===== config.mk =====
export PLATFORM = sky130hd
export DESIGN_NAME = trap_ctrl
export DESIGN_NICKNAME = d
export VERILOG_FILES = /design/src/rtl/trap_ctrl_pkg.sv /design/src/rtl/trap_ctrl.sv
export SDC_FILE = /design/constraint.sdc
export NUM_CORES = 1
export LEC_CHECK = 0
export ABC_AREA = 1
export BUFFER_PORTS_ARGS = -buffer_cell sky130_fd_sc_hd__clkbuf_2
export CAP_MARGIN = 20
export CORE_AREA = 2 2 178 180
export DETAILED_ROUTE_END_ITERATION = 8
export DIE_AREA = 0 0 180 182
export GPL_TIMING_DRIVEN = 0
export SLEW_MARGIN = 20
export SYNTH_ARGS = -nofsm -noshare
export SYNTH_HDL_FRONTEND = slang
export SYNTH_SLANG_ARGS = --single-unit

===== constraint.sdc =====
create_clock -name clk -period 4.75 [get_ports clk]
set_input_delay 0.475 -clock clk [delete_from_list [all_inputs] [get_ports clk]]
set_output_delay 0.475 -clock clk [all_outputs]
set_load 0.02 [all_outputs]

===== src/rtl/trap_ctrl_pkg.sv =====
// Shared definitions for the trap/return sequencer: FSM encoding, default
// cause codes, the mstatus MIE position and the machine-mode CSR addresses.
package trap_ctrl_pkg;

    // Sequencer states
    typedef enum logic [1:0] {
        ST_IDLE     = 2'd0,
        ST_ENTER    = 2'd1,
        ST_REDIRECT = 2'd2,
        ST_RET      = 2'd3
    } state_t;

    // Default mcause codes (low bits; interrupts also set the top bit)
    localparam int ECALL_CAUSE_DEF = 11;
    localparam int IRQ_CAUSE_DEF   = 7;

    // mstatus bit holding the global machine interrupt enable
    localparam int MSTATUS_MIE_BIT = 3;

    // mtvec MODE field encoding for vectored interrupts
    localparam logic [1:0] MTVEC_MODE_VECTORED = 2'b01;

    // Machine-mode CSR addresses used by the neighbouring register block
    localparam logic [11:0] CSR_MSTATUS = 12'h300;
    localparam logic [11:0] CSR_MIE     = 12'h304;
    localparam logic [11:0] CSR_MTVEC   = 12'h305;
    localparam logic [11:0] CSR_MEPC    = 12'h341;
    localparam logic [11:0] CSR_MCAUSE  = 12'h342;
    localparam logic [11:0] CSR_MIP     = 12'h344;

endpackage


===== src/rtl/trap_ctrl.sv =====
// Trap/return sequencer in front of the CSR block. Accepts an interrupt,
// ecall or mret at commit, strobes mepc/mcause/mstatus updates, then
// redirects fetch to mtvec (trap) or mepc (return) while stalling the core.
//
// Handshake: take is combinational and marks the accept cycle; busy is
// registered and stays high for every cycle the sequence runs, during which
// commit_valid is ignored. All strobes are single-cycle registered pulses.
//
// Optional build macro TRAP_CTRL_VECTORED_EN: honour mtvec MODE=01 for
// interrupts (target = base + 4*IRQ_CAUSE). Without it mtvec[1:0] is ignored.
module trap_ctrl
    import trap_ctrl_pkg::*;
#(
    parameter int XLEN        = 64,
    parameter int ECALL_CAUSE = ECALL_CAUSE_DEF,
    parameter int IRQ_CAUSE   = IRQ_CAUSE_DEF
) (
    input  logic            clk,
    input  logic            rst,
    input  logic            commit_valid,
    input  logic [XLEN-1:0] commit_pc,
    input  logic            is_ecall,
    input  logic            is_mret,
    input  logic            irq_i,
    input  logic [XLEN-1:0] mtvec_i,
    input  logic [XLEN-1:0] mepc_i,
    input  logic [XLEN-1:0] mstatus_i,
    output logic            take,
    output logic            busy,
    output logic            panic,
    output logic            wMepc,
    output logic [XLEN-1:0] mepc_v,
    output logic            wMcause,
    output logic [XLEN-1:0] mcause_v,
    output logic            pc_mret,
    output logic            redirect_valid,
    output logic [XLEN-1:0] redirect_pc
);

    localparam logic [XLEN-1:0] IRQ_MCAUSE   = {1'b1, (XLEN-1)'(IRQ_CAUSE)};
    localparam logic [XLEN-1:0] ECALL_MCAUSE = XLEN'(ECALL_CAUSE);

    state_t          state;
    logic            irq_q;
    logic            irq_pending;
    logic            trap_is_irq;
    logic            irq_edge;
    logic            acc_irq;
    logic            acc_ecall;
    logic            acc_mret;
    logic [XLEN-1:0] trap_base;
    logic [XLEN-1:0] trap_target;
    logic            unused_mstatus;

    // Only MIE is consumed from mstatus
    assign unused_mstatus = ^{mstatus_i[XLEN-1:MSTATUS_MIE_BIT+1],
                              mstatus_i[MSTATUS_MIE_BIT-1:0]};

    // Accept decode: only in IDLE, interrupt beats ecall beats mret
    always_comb begin
        irq_edge  = irq_i & ~irq_q;
        acc_irq   = 1'b0;
        acc_ecall = 1'b0;
        acc_mret  = 1'b0;
        if (state == ST_IDLE && commit_valid) begin
            if (irq_pending && mstatus_i[MSTATUS_MIE_BIT]) begin
                acc_irq = 1'b1;
            end else if (is_ecall) begin
                acc_ecall = 1'b1;
            end else if (is_mret) begin
                acc_mret = 1'b1;
            end
        end
        take = acc_irq | acc_ecall | acc_mret;
    end

    // Trap vector: mtvec base, optionally offset for vectored interrupts
    always_comb begin
        trap_base = {mtvec_i[XLEN-1:2], 2'b00};
`ifdef TRAP_CTRL_VECTORED_EN
        if (trap_is_irq && mtvec_i[1:0] == MTVEC_MODE_VECTORED) begin
            trap_target = trap_base + (XLEN'(IRQ_CAUSE) << 2);
        end else begin
            trap_target = trap_base;
        end
`else
        trap_target = trap_base;
`endif
    end

`ifndef TRAP_CTRL_VECTORED_EN
    logic unused_mtvec_mode;
    assign unused_mtvec_mode = ^{mtvec_i[1:0], trap_is_irq};
`endif

    // Interrupt edge capture; a new edge in the take cycle keeps it pending
    always_ff @(posedge clk or posedge rst) begin
        if (rst) begin
            irq_q       <= 1'b0;
            irq_pending <= 1'b0;
        end else begin
            irq_q       <= irq_i;
            irq_pending <= irq_edge | (irq_pending & ~acc_irq);
        end
    end

    // Sequencer FSM with registered strobes and redirect
    always_ff @(posedge clk or posedge rst) begin
        if (rst) begin
            state          <= ST_IDLE;
            trap_is_irq    <= 1'b0;
            busy           <= 1'b0;
            panic          <= 1'b0;
            wMepc          <= 1'b0;
            wMcause        <= 1'b0;
            pc_mret        <= 1'b0;
            redirect_valid <= 1'b0;
            mepc_v         <= '0;
            mcause_v       <= '0;
            redirect_pc    <= '0;
        end else begin
            // Pulses default low; values hold until the next update
            panic          <= 1'b0;
            wMepc          <= 1'b0;
            wMcause        <= 1'b0;
            pc_mret        <= 1'b0;
            redirect_valid <= 1'b0;
            case (state)
                ST_IDLE: begin
                    busy <= 1'b0;
                    if (acc_irq || acc_ecall) begin
                        state       <= ST_ENTER;
                        trap_is_irq <= acc_irq;
                        busy        <= 1'b1;
                        panic       <= 1'b1;
                        wMepc       <= 1'b1;
                        wMcause     <= 1'b1;
                        mepc_v      <= commit_pc;
                        mcause_v    <= acc_irq ? IRQ_MCAUSE : ECALL_MCAUSE;
                    end else if (acc_mret) begin
                        state          <= ST_RET;
                        busy           <= 1'b1;
                        pc_mret        <= 1'b1;
                        redirect_valid <= 1'b1;
                        redirect_pc    <= mepc_i;
                    end
                end
                ST_ENTER: begin
                    // mtvec is sampled now, after the CSR writes have landed
                    state          <= ST_REDIRECT;
                    busy           <= 1'b1;
                    redirect_valid <= 1'b1;
                    redirect_pc    <= trap_target;
                end
                ST_REDIRECT: begin
                    state <= ST_IDLE;
                    busy  <= 1'b0;
                end
                ST_RET: begin
                    state <= ST_IDLE;
                    busy  <= 1'b0;
                end
                default: begin
                    state <= ST_IDLE;
                    busy  <= 1'b0;
                end
            endcase
        end
    end

endmodule


==> impl_metrics.json <==
{
  "finalWirelength_um": 24520,
  "timing.final.crit_share": 0.5327,
  "die-area_um2": 32760,
  "dp_hpwl_um": 19690,
  "timing.max_slew.rel_slack": 0.5575,
  "rsz0062_at_grt": "no",
  "yosysSeqAreaShare": 0.5143,
  "cts_root_cell": "sky130_fd_sc_hd__clkbuf_16",
  "worst_margin_slew_ps": 663.8,
  "clock_sink_count": 139,
  "run_status": "complete, no violations",
  "crit_type": "reg -> out",
  "final-max-slew-violation-count": 0,
  "detail_route.vias_per_cell": 4.060,
  "hold_path.class": "in -> async",
  "grt_most_used_layer": "met2",
  "xor_and_xnor_area_share_after_synthesis": 0,
  "drive_gt1_frac": 0.3734,
  "cts_repair_resize_count": 0,
  "post_drt_wl_per_cell_um": 14.51,
  "final_util": 0.3161,
  "yosys_warnings": 0,
  "coreArea_um2": 30990,
  "gate_count_post_synth": 861,
  "number_of_drc_violations_after_detailed_routing_iteration_0": 226,
  "ant_nets": 0,
  "post_synthesis_area_per_instance_um2": 7.855,
  "largest_family_of_logic_cells_by_synthesized_area": "simple AND/OR/NAND/NOR gates",
  "cts_inserted_buffers": 17,
  "initial_utilization": 0.2183,
  "grt_antenna_before_repair": 0,
  "h-tree-depth": 4,
  "synthToLayoutAreaGrowth_pct": 44.83,
  "cp-start-kind": "flip-flop",
  "timing.rr.end": "redirect_pc[5]",
  "slowest_delay_ps": 360,
  "cts-root-to-sink-buffers": 2,
  "synth.mux.area_fraction": 0,
  "final-setup-viol-count": 0,
  "detailedRoute.firstPassIterationCount": 6,
  "die-width_um": 180,
  "rows": 65,
  "number_of_synthesized_register_bits": 139,
  "layout.cells.most_common": "sky130_fd_sc_hd__nand2_1",
  "via_count_of_the_first_global_routing_pass": 6773,
  "leakage_nw": 5.881,
  "cts_setup_buffers": 0,
  "reg2reg_from": "state[1]",
  "endpoint_kind": "output port",
  "grt_util_met3": 0.03991,
  "drt_drc_violations_left": 0,
  "worst_path_max_delay_cell": "sky130_fd_sc_hd__dfrtp_1",
  "die-height_um": 182,
  "worst-r2r-setup-slack_ps": 2960,
  "cp_max_fo": 10,
  "vias": 6862,
  "grt_max_degree": 84,
  "layout.filler_cells": 3346,
  "yosys.area_share.simple": 0.3587,
  "worst_r2r_path_depth": 7,
  "cap_viol_max_count": 0,
  "fin_area_um2": 9794,
  "finalHoldViolations": 0,
  "clock_skew_ps": 6.978,
  "finalCriticalPeriod_ps": 2531,
  "layout.cells.most_common_list": "453 x sky130_fd_sc_hd__nand2_1, 336 x sky130_fd_sc_hd__clkbuf_2, 139 x sky130_fd_sc_hd__dfrtp_1",
  "mapped_area_um2": 6763,
  "layout_setup_ws_ps": 2219,
  "maxClockFrequency_mhz": 395.2,
  "cp_cell_sequence": "buf_4 > inv_2 > nand2_2 > nor2_4 > o21ai_2 > buf_6 > buf_6 > nand2_1 > clkbuf_2",
  "antenna-diode-count": 0,
  "grt-ovfl-total": 0,
  "synth_compound_gate_area_share": 0.003330,
  "crit_top_cell": "sky130_fd_sc_hd__buf_6",
  "worst_ir_drop_vdd_uv": 225.2,
  "ios": 461,
  "crit_arrival_ps": 2060,
  "synth_cell_type_count": 18,
  "grtUsageTotal": 0.1490,
  "globalRouteMet1Util": 0.1774,
  "postPlaceCellArea_um2": 9200,
  "global_route.usage.met2": 0.2484,
  "cts-hold-fix-buffers": 0,
  "routabilityCongestion": 0.9069,
  "powerDensity_nw_per_um2": 596.8,
  "clk_pin_slew_worst_paths_ps": 60,
  "clock_latency_ps": 420,
  "synth_fa_ha_area_frac": 0,
  "data_required_time_of_the_worst_path_ps": 4280,
  "wire_length_of_the_first_global_routing_pass_um": 37350,
  "post_placement_worst_setup_slack_ps": 2464,
  "clock_tree_from_tritoncts": "built",
  "placement.io_buffers": 336,
  "fin_nets": 1537
}
worst max path at each step:
stage / slack [ps] / from / end
CTS: 2120 / state[0] / take
floorplan: 550 / rst / busy
global placement: -1320 / rst / redirect_pc[56]
global route: 2080 / state[0] / take
detailed placement: 2460 / mstatus_i[3] / take
finish: 2220 / state[0] / take
per-layer routing:
layer  part of all wire  wire length [um]
met4              0.039               952
met2               0.47             11530
met5                  0                 0
met3              0.081              1977
met1               0.41             10060
cell families after synthesis:
| kind of cell | Yosys count |
|---|---|
| and+or+nand+nor | 593 |
| DFF | 139 |
| buffers and inverters | 125 |
| AOI/OAI and AO/OA | 3 |
| other | 1 |
flip-flops by register name (all words and copies together) (netlist names):
signal,count
mepc_v,64
redirect_pc,64
mcause_v,3
state,2
busy,1
irq_pending,1
irq_q,1
pc_mret,1
redirect_valid,1
wMcause,1
layout make-up:
class                      count  area, um2  share of cell area
multi-input combinational    655       2670              0.2726
sequential                   139       3478              0.3551
buffer                       118      805.8             0.08227
tap                          402      503.0             0.05135
clock inverter                12      137.6             0.01405
inverter                       7      33.78            0.003449
timing repair buffer         337       1709              0.1745
clock buffer                  20      456.7             0.04663
synth_stat cells, drive strengths merged:
master / instances / area (um2)
nand2: 457 / 1740
inv: 7 / 26.27
clkbuf: 17 / 63.81
or2: 1 / 6.260
dfrtp: 139 / 3478
a21oi: 1 / 8.760
nor2: 3 / 18.77
nand3: 132 / 660.6
buf: 101 / 742.0
conb: 1 / 3.750
o21ai: 2 / 13.76
stage by stage:
step / hold slack (ps) / cells / power [mW] / setup TNS, ps
floorplan: 399.6 / 919 / 3.520 / 0
global placement: 405.7 / 1657 / 4.503 / -180750
detailed placement: 429.3 / 1658 / 4.541 / 0
CTS: 68.27 / 1690 / 5.931 / 0
global route: 84.53 / 1690 / 6.254 / 0
finish: 73.41 / 1690 / 5.846 / 0
power breakdown:
group	total [mW]	switching (mW)	internal [mW]
combinational	2.51	1.70	0.810
sequential	1.98	0.288	1.69
clock	1.36	0.550	0.806
total	5.85	2.54	3.31
critical path, delay by kind of cell, from the launching register on:
kind | cells | cell delay (ps)
buf+inv | 5 | 820
flops | 1 | 360
simple gates | 3 | 310
compound gates | 1 | 150
Note: power is estimated with default switching activity, not from simulation.
